## config.mk

```make
export PLATFORM = sky130hd
export DESIGN_NAME = alu_dispatch
export DESIGN_NICKNAME = d
export VERILOG_FILES = /design/src/rtl/alu_dispatch.sv
export SDC_FILE = /design/constraint.sdc
export NUM_CORES = 1
export LEC_CHECK = 0
export CORE_MARGIN = 1.5
export CORE_UTILIZATION = 50
export CTS_CLUSTER_DIAMETER = 40
export DETAILED_ROUTE_END_ITERATION = 12
export PLACE_DENSITY = 0.71
export SLEW_MARGIN = 25
export SYNTH_ARGS = -nofsm -noshare
export SYNTH_HDL_FRONTEND = slang
export SYNTH_SLANG_ARGS = --single-unit
```

## constraint.sdc

```tcl
create_clock -name clock_in -period 5.4 [get_ports clock_in]
set_input_delay 0.81 -clock clock_in [delete_from_list [all_inputs] [get_ports clock_in]]
set_output_delay 0.81 -clock clock_in [all_outputs]
set_load 0.03 [all_outputs]
```

## src/rtl/alu_dispatch.sv

```systemverilog
// alu_dispatch: queues instructions in a small FIFO and issues them one at a
// time to an external combinational ALU, then holds each registered result
// on a valid/ready handshake until the consumer takes it.
module alu_dispatch #(
   parameter int unsigned FIFO_DEPTH = 4
) (
   input  logic       clock_in,
   input  logic       reset_n_in,
   // upstream instruction handshake and payload
   input  logic       instr_valid_in,
   output logic       instr_ready_out,
   input  logic [7:0] instr_opcode_in,
   input  logic [7:0] instr_operand1_in,
   input  logic [7:0] instr_operand2_in,
   // drive to / result from the combinational ALU
   output logic       alu_enable_out,
   output logic [7:0] alu_opcode_out,
   output logic [7:0] alu_input1_out,
   output logic [7:0] alu_input2_out,
   input  logic [7:0] alu_output_in,
   // downstream result handshake
   output logic       result_valid_out,
   input  logic       result_ready_in,
   output logic [7:0] result_data_out,
   output logic       illegal_op_out,
   output logic       busy_out
);

   localparam int unsigned AW      = (FIFO_DEPTH > 1) ? $clog2(FIFO_DEPTH) : 1;
   localparam logic [AW:0] DEPTH_C = (AW+1)'(FIFO_DEPTH);
   localparam logic [7:0]  MAX_OP  = 8'd4;

   typedef enum logic [1:0] {
      ST_IDLE,
      ST_ISSUE,
      ST_HOLD
   } state_e;

   state_e        state_q, state_d;

   // FIFO storage and bookkeeping; entry layout is {opcode, operand1, operand2}
   logic [23:0]   mem_q [FIFO_DEPTH];
   logic [AW-1:0] wptr_q, wptr_d;
   logic [AW-1:0] rptr_q, rptr_d;
   logic [AW:0]   count_q, count_d;

   // registered result and its qualifier
   logic [7:0]    result_q, result_d;
   logic          illegal_q, illegal_d;

   logic          fifo_full;
   logic          fifo_empty;
   logic          push;
   logic          pop;
   logic [23:0]   head;
   logic [7:0]    head_op;
   logic [7:0]    head_a;
   logic [7:0]    head_b;

   assign fifo_full       = (count_q == DEPTH_C);
   assign fifo_empty      = (count_q == '0);
   assign instr_ready_out = !fifo_full;
   assign push            = instr_valid_in && !fifo_full;
   // ISSUE is only entered with a non-empty FIFO, so leaving it always pops
   assign pop             = (state_q == ST_ISSUE);
   assign head            = mem_q[rptr_q];
   assign head_op         = head[23:16];
   assign head_a          = head[15:8];
   assign head_b          = head[7:0];

   // FIFO pointer and occupancy next-state
   always_comb begin
      wptr_d  = wptr_q;
      rptr_d  = rptr_q;
      count_d = count_q;
      if (push) begin
         wptr_d = wptr_q + AW'(1);
      end
      if (pop) begin
         rptr_d = rptr_q + AW'(1);
      end
      case ({push, pop})
         2'b10:   count_d = count_q + (AW+1)'(1);
         2'b01:   count_d = count_q - (AW+1)'(1);
         default: count_d = count_q;
      endcase
   end

   // FIFO payload storage; contents are don't-care while unoccupied
   always_ff @(posedge clock_in) begin
      if (push) begin
         mem_q[wptr_q] <= {instr_opcode_in, instr_operand1_in, instr_operand2_in};
      end
   end

   // FSM next-state and result capture
   always_comb begin
      state_d   = state_q;
      result_d  = result_q;
      illegal_d = illegal_q;
      case (state_q)
         ST_IDLE: begin
            if (!fifo_empty) begin
               state_d = ST_ISSUE;
            end
         end
         ST_ISSUE: begin
            result_d  = alu_output_in;
            illegal_d = (head_op > MAX_OP);
            state_d   = ST_HOLD;
         end
         ST_HOLD: begin
            // look ahead at this edge's push so a just-arriving instruction
            // is issued without an idle bubble
            if (result_ready_in) begin
               state_d = (!fifo_empty || push) ? ST_ISSUE : ST_IDLE;
            end
         end
         default: begin
            state_d = ST_IDLE;
         end
      endcase
   end

   // ALU drive and status outputs
   always_comb begin
      alu_enable_out   = 1'b0;
      alu_opcode_out   = '0;
      alu_input1_out   = '0;
      alu_input2_out   = '0;
      if (state_q == ST_ISSUE) begin
         alu_enable_out = 1'b1;
         alu_opcode_out = head_op;
         alu_input1_out = head_a;
         alu_input2_out = head_b;
      end
      result_valid_out = (state_q == ST_HOLD);
      result_data_out  = result_q;
      illegal_op_out   = illegal_q;
      busy_out         = !fifo_empty || (state_q != ST_IDLE);
   end

   // state, pointer and result registers with asynchronous clear
   always_ff @(posedge clock_in or negedge reset_n_in) begin
      if (!reset_n_in) begin
         state_q   <= ST_IDLE;
         wptr_q    <= '0;
         rptr_q    <= '0;
         count_q   <= '0;
         result_q  <= '0;
         illegal_q <= 1'b0;
      end else begin
         state_q   <= state_d;
         wptr_q    <= wptr_d;
         rptr_q    <= rptr_d;
         count_q   <= count_d;
         result_q  <= result_d;
         illegal_q <= illegal_d;
      end
   end

endmodule

```

; ---- After elaboration in Yosys (flattened, before gate mapping)
; Memory sizes are Yosys's and may differ from the RTL's.
; Index checks and enable logic that the tools add are counted.
[totals]
ramBits = 96
memories = 1
register_bits = 18
inputBits = 36
[classes]
n_addsub = 4
magnitude_cmp = 1
n_eq_ne = 7
mux = 11
reduce_logical = 10
[memory_table]
columns = name, words, word_bits, read_ports, rd_ports_with_merged_regs, wr, line_no
row1 = mem_q, 4, 24, 1, 0, 1, 42  ; logic [23:0] mem_q [FIFO_DEPTH];
[ops]
columns = op, n
row1 = $mux 8, 3
row2 = $gt 8x3->1 const B, 1
row3 = $pmux 2 s3, 1
row4 = $pmux 3 s2, 1
row5 = $add 2x1->2 const B, 2
row6 = $eq 2x1->1 const B, 2
row7 = $eq 2x2->1 const B, 2
row8 = $mux 1, 4
row9 = $mux 2, 2
row10 = $reduce_bool 2->1, 2
row11 = $add 3x1->3 const B, 1
row12 = $eq 3x3->1 const B, 1
row13 = $logic_not 3->1, 1
row14 = $sub 3x1->3 const B, 1
row15 = $logic_not 1->1, 2
row16 = $logic_not 2->1, 1
row17 = $logic_or 1x1->1, 2
row18 = $ne 2x1->1 const B, 1
row19 = $ne 2x2->1 const B, 1
row20 = $reduce_and 2->1, 1
row21 = $logic_and 1x1->1, 1

; ---- Longest topological paths before layout
[depth]
word_depth = 7
depth_mapped = 9

; ---- Least setup slack after synthesis
; Ideal clock, no wire load.
[synth_path]
path_kind = reg-to-reg
startpoint = register state_q[1]
endpoint = register count_q[2]
stages_incl_launch_ff = 10
slack_ns = 3.041
required_time_ns = 5.321
arrival_ns = 2.280
setup_ns = 0.079
n_path_buf = 1
path_cell_list = dfrtp_1 > nand2b_1 > inv_1 > buf_1 > ha_1 > inv_1 > fa_1 > xor2_1 > nor2_1 > xor2_1
[synth_via]
elab_chain_len = 3
elab_cells_between_ends = 5
classes_between = 3 x eq/ne / 1 x mux / 1 x reduce/logical
[synth_rtl]
columns = element, line_no
row1 = start: declaration, 39  ; state_e state_q, state_d;
row2 = start signal: assignment, 153  ; state_q <= state_d;
row3 = $eq 2x1->1 *, 65  ; assign pop = (state_q == ST_ISSUE);
row4 = $eq 2x1->1 / $eq 2x2->1 (equally long branches), 82  ; case ({push, pop})
row5 = $pmux 3 s2 / $reduce_bool 2->1 (equally long branches), -
row6 = end signal: assignment, 156  ; count_q <= count_d;
row7 = end: declaration, 45  ; logic [AW:0] count_q, count_d;
; Every way passes the cells marked *; elsewhere a longest branch is shown, timed or not.
; A chain may end at the register's enable or synchronous reset.

; ---- Final worst setup path
[layout_path]
startpoint = register state_q[1]
endpoint = output port alu_input1_out[7]
[layout_via]
elab_chain_len = 2
[layout_rtl]
columns = element, line_no
row1 = $eq 2x1->1, 131  ; if (state_q == ST_ISSUE) begin
row2 = $mux 8, 131
row3 = end: declaration, 18  ; output logic [7:0] alu_input1_out,
; No other way between the ends.

==> results.ini <==
[clocking]
ctsLongestPathBuffers = 2
cts_buffers = 17
cts-root-buf = clkbuf_8
cts_tree = built
hold_buffers = 0
postCtsSetupRepairBufs = 0
clk_latency_ns = 0.50
cts_resized = 0
h-tree-depth = 4
cts.sinks = 114
clk_pin_slew_ns = 0.06

[die]
core_area_um2 = 8720
die_area_um2 = 9570
die_w_um = 97.8
die_h_um = 97.8
initial_core_util_pct = 51.6
ioPinCount = 73
rows = 34

[grt]
grt_use_total_pct = 18.2
globalRouteOverflowTotal = 0
grt_max_degree = 38
grt_pass1_wl_um = 12800
antenna_found_initial = 0
first_global_vias = 2445

[critical_path]
critPathMaxFanout = 37
rr_worst_depth = 8
r2r_slack_ns = 2.50
cp-endpoint = alu_input1_out[7]
arrival_ns = 3.19
crit_path_end_kind = output port
startpoint = state_q[1]$_DFFE_PN0P_
reg2reg_from = state_q[1]$_DFFE_PN0P_
worstSetupPathType = reg2out
crit_required_ns = 4.59
start_kind = flip-flop
r2r_end = count_q[2]$_DFFE_PN0P_

[yosys]
syn_nets = 281
ys.flop_type = edfxtp_1
ys_ff_latch = 114
synth_cells = 239
synth_edf_count = 96
ys_seq_area_share_pct = 74.1
yosysWarnings = 0
synth.distinct_cells = 30
async_flop_share_pct = 15.8
avgSynthCellArea_um2 = 18.8
synth.cell_area_um2 = 4500

[cells_and_area]
finalInstanceArea_um2 = 5920
area_growth_pct = 31.7
stdcell_count = 445
layout.nets = 366
n_antenna_cell = 0
drive_above_1_share_pct = 18.1

[timing]
clock_skew_ns = 0.00719
finalHoldViolations = 0
slew_viol_final = 0
setup_tns_ns = 0
period_share_pct = 74.0
worstMarginPinSlew_ns = 0.915
setup_viol = 0
max-slew-margin-rel_pct = 38.6
timing.hold.ws_ns = 0.473
max_freq_ghz = 0.250
rsz0062_at_grt = no
period_minus_slack_ns = 4.00

[drt]
ant_nets = 0
first_pass_iters = 4
drc = 0
viasPerCell = 5.18
drt_iter0_markers = 124
avgRoutedWirePerCell_um = 17.6
vias = 2306
routed_wirelength_um = 7840

[power]
powerDensity_nw_per_um2 = 609
p_leak_nw = 2.14
ir_worst_vdd_uv = 276

[run]
cap_violations = 0

[outcome]
status = finished clean

[place]
place_inst = 413
dp_hpwl_um = 4650
placed_area_um2 = 5330
numPortBuffers = 72
globalplace.congestion = 0.727

[worst_hold_path]
holdCritPathClass = reg2reg

## cells in the mapped netlist, types with 2 or more instances
cell      number  area share [%]
edfxtp_1      96              64
nand2_1       27             2.3
and2_1        24             3.3
mux4_2        21              11
dfrtp_1       18              10
inv_1          8            0.67
ha_1           5             1.4
and3_1         4            0.56
nor2_1         4            0.33
xnor2_1        4            0.78
buf_2          3            0.33
clkbuf_1       3            0.25
mux4_1         3             1.8
buf_6          2            0.50
xor2_1         2            0.39
## cell type report
cell class	count	area, µm²
Clock buffer	17	414
Clock inverter	15	183
Fill cell	582	2800
Inverter	8	30.0
Multi-Input combinational cell	107	1070
Sequential cell	114	3340
Tap cell	108	135
Timing Repair Buffer	76	751
## critical path: stages (launching register included)
cell and delay (ns):
dfrtp_1 0.39, nand2b_1 0.39, clkinv_1 0.85, and2_1 0.44
clkdlybuf4s50_1 0.61
## logic make-up (layout without fill, tap and decap cells)
group           Yosys count  after routing  synth area share (%)
fa+ha+maj                 6              6                  1.84
buf+inv                  18            116                  2.00
simple gates             65             65                  7.54
mux                      26             26                  12.7
xor+xnor                  6              6                  1.17
flops                   114            114                  74.1
compound gates            4              4                 0.612
## layer usage
layer	vias to the layer above	global-route usage [%]	share of wire, %
met4	0	8.35	1.1
met3	8	5.30	3.9
met1	1168	22.6	43
met5	-	0	0
li1	1082	-	-
met2	48	29.7	52
## power by group
| group | total, W | leakage, nW | internal (W) | switching (W) |
|---|---|---|---|---|
| Sequential | 0.00135 | 1.09 | 0.00119 | 0.000164 |
| Clock | 0.00110 | 0.283 | 0.000706 | 0.000390 |
| Combinational | 0.00116 | 0.765 | 0.000553 | 0.000607 |
## metrics by stage
stage          util, %  setup slack (ns)  power (W)
2_1_floorplan        -              3.04    0.00213
3_3_place_gp      61.1              2.05    0.00252
3_5_place_dp      61.1              2.02    0.00254
4_1_cts           67.9              1.47    0.00365
6_report          67.9              1.40    0.00361
5_1_grt           67.9              1.08    0.00379
## state kept, by name, summed over array words and instances (netlist names)
register,flops
count_q,3
illegal_op_out,1
mem_q,96
result_data_out,8
rptr_q,2
state_q,2
wptr_q,2
## placed cells by master, fill, tap and decap left out, types with 2 or more instances in the layout
| cell type | n |
|---|---|
| clkinv_1 | 2 |
| nand2_1 | 27 |
| nor2_1 | 4 |
| clkdlybuf4s50_1 | 72 |
| ha_1 | 5 |
| dfrtp_1 | 16 |
| clkbuf_16 | 16 |
| bufinv_16 | 3 |
| clkinvlp_4 | 3 |
| inv_1 | 7 |
| and2_1 | 24 |
| xor2_1 | 2 |
| inv_6 | 4 |
| edfxtp_1 | 96 |
| xnor2_1 | 4 |
| and3_1 | 4 |
| mux4_1 | 3 |
| mux4_2 | 21 |
| buf_4 | 4 |
| dfrtp_2 | 2 |
| clkinv_4 | 3 |
## worst min path at each step
| stage | startpoint | endpoint | slack (ns) | depth (start not counted) |
|---|---|---|---|---|
| CTS | result_data_out[6]$_DFFE_PN0N_ | result_data_out[6]$_DFFE_PN0N_ | 0.48 | 2 |
| global route | result_data_out[7]$_DFFE_PN0N_ | result_data_out[7]$_DFFE_PN0N_ | 0.51 | 2 |
| floorplan | count_q[2]$_DFFE_PN0P_ | count_q[2]$_DFFE_PN0P_ | 0.45 | 1 |
| finish | result_data_out[0]$_DFFE_PN0N_ | result_data_out[0]$_DFFE_PN0N_ | 0.47 | 2 |
| global placement | result_data_out[2]$_DFFE_PN0N_ | result_data_out[2]$_DFFE_PN0N_ | 0.46 | 2 |
| detailed placement | result_data_out[6]$_DFFE_PN0N_ | result_data_out[6]$_DFFE_PN0N_ | 0.46 | 2 |
No activity file was read; power rests on OpenSTA's default activity.
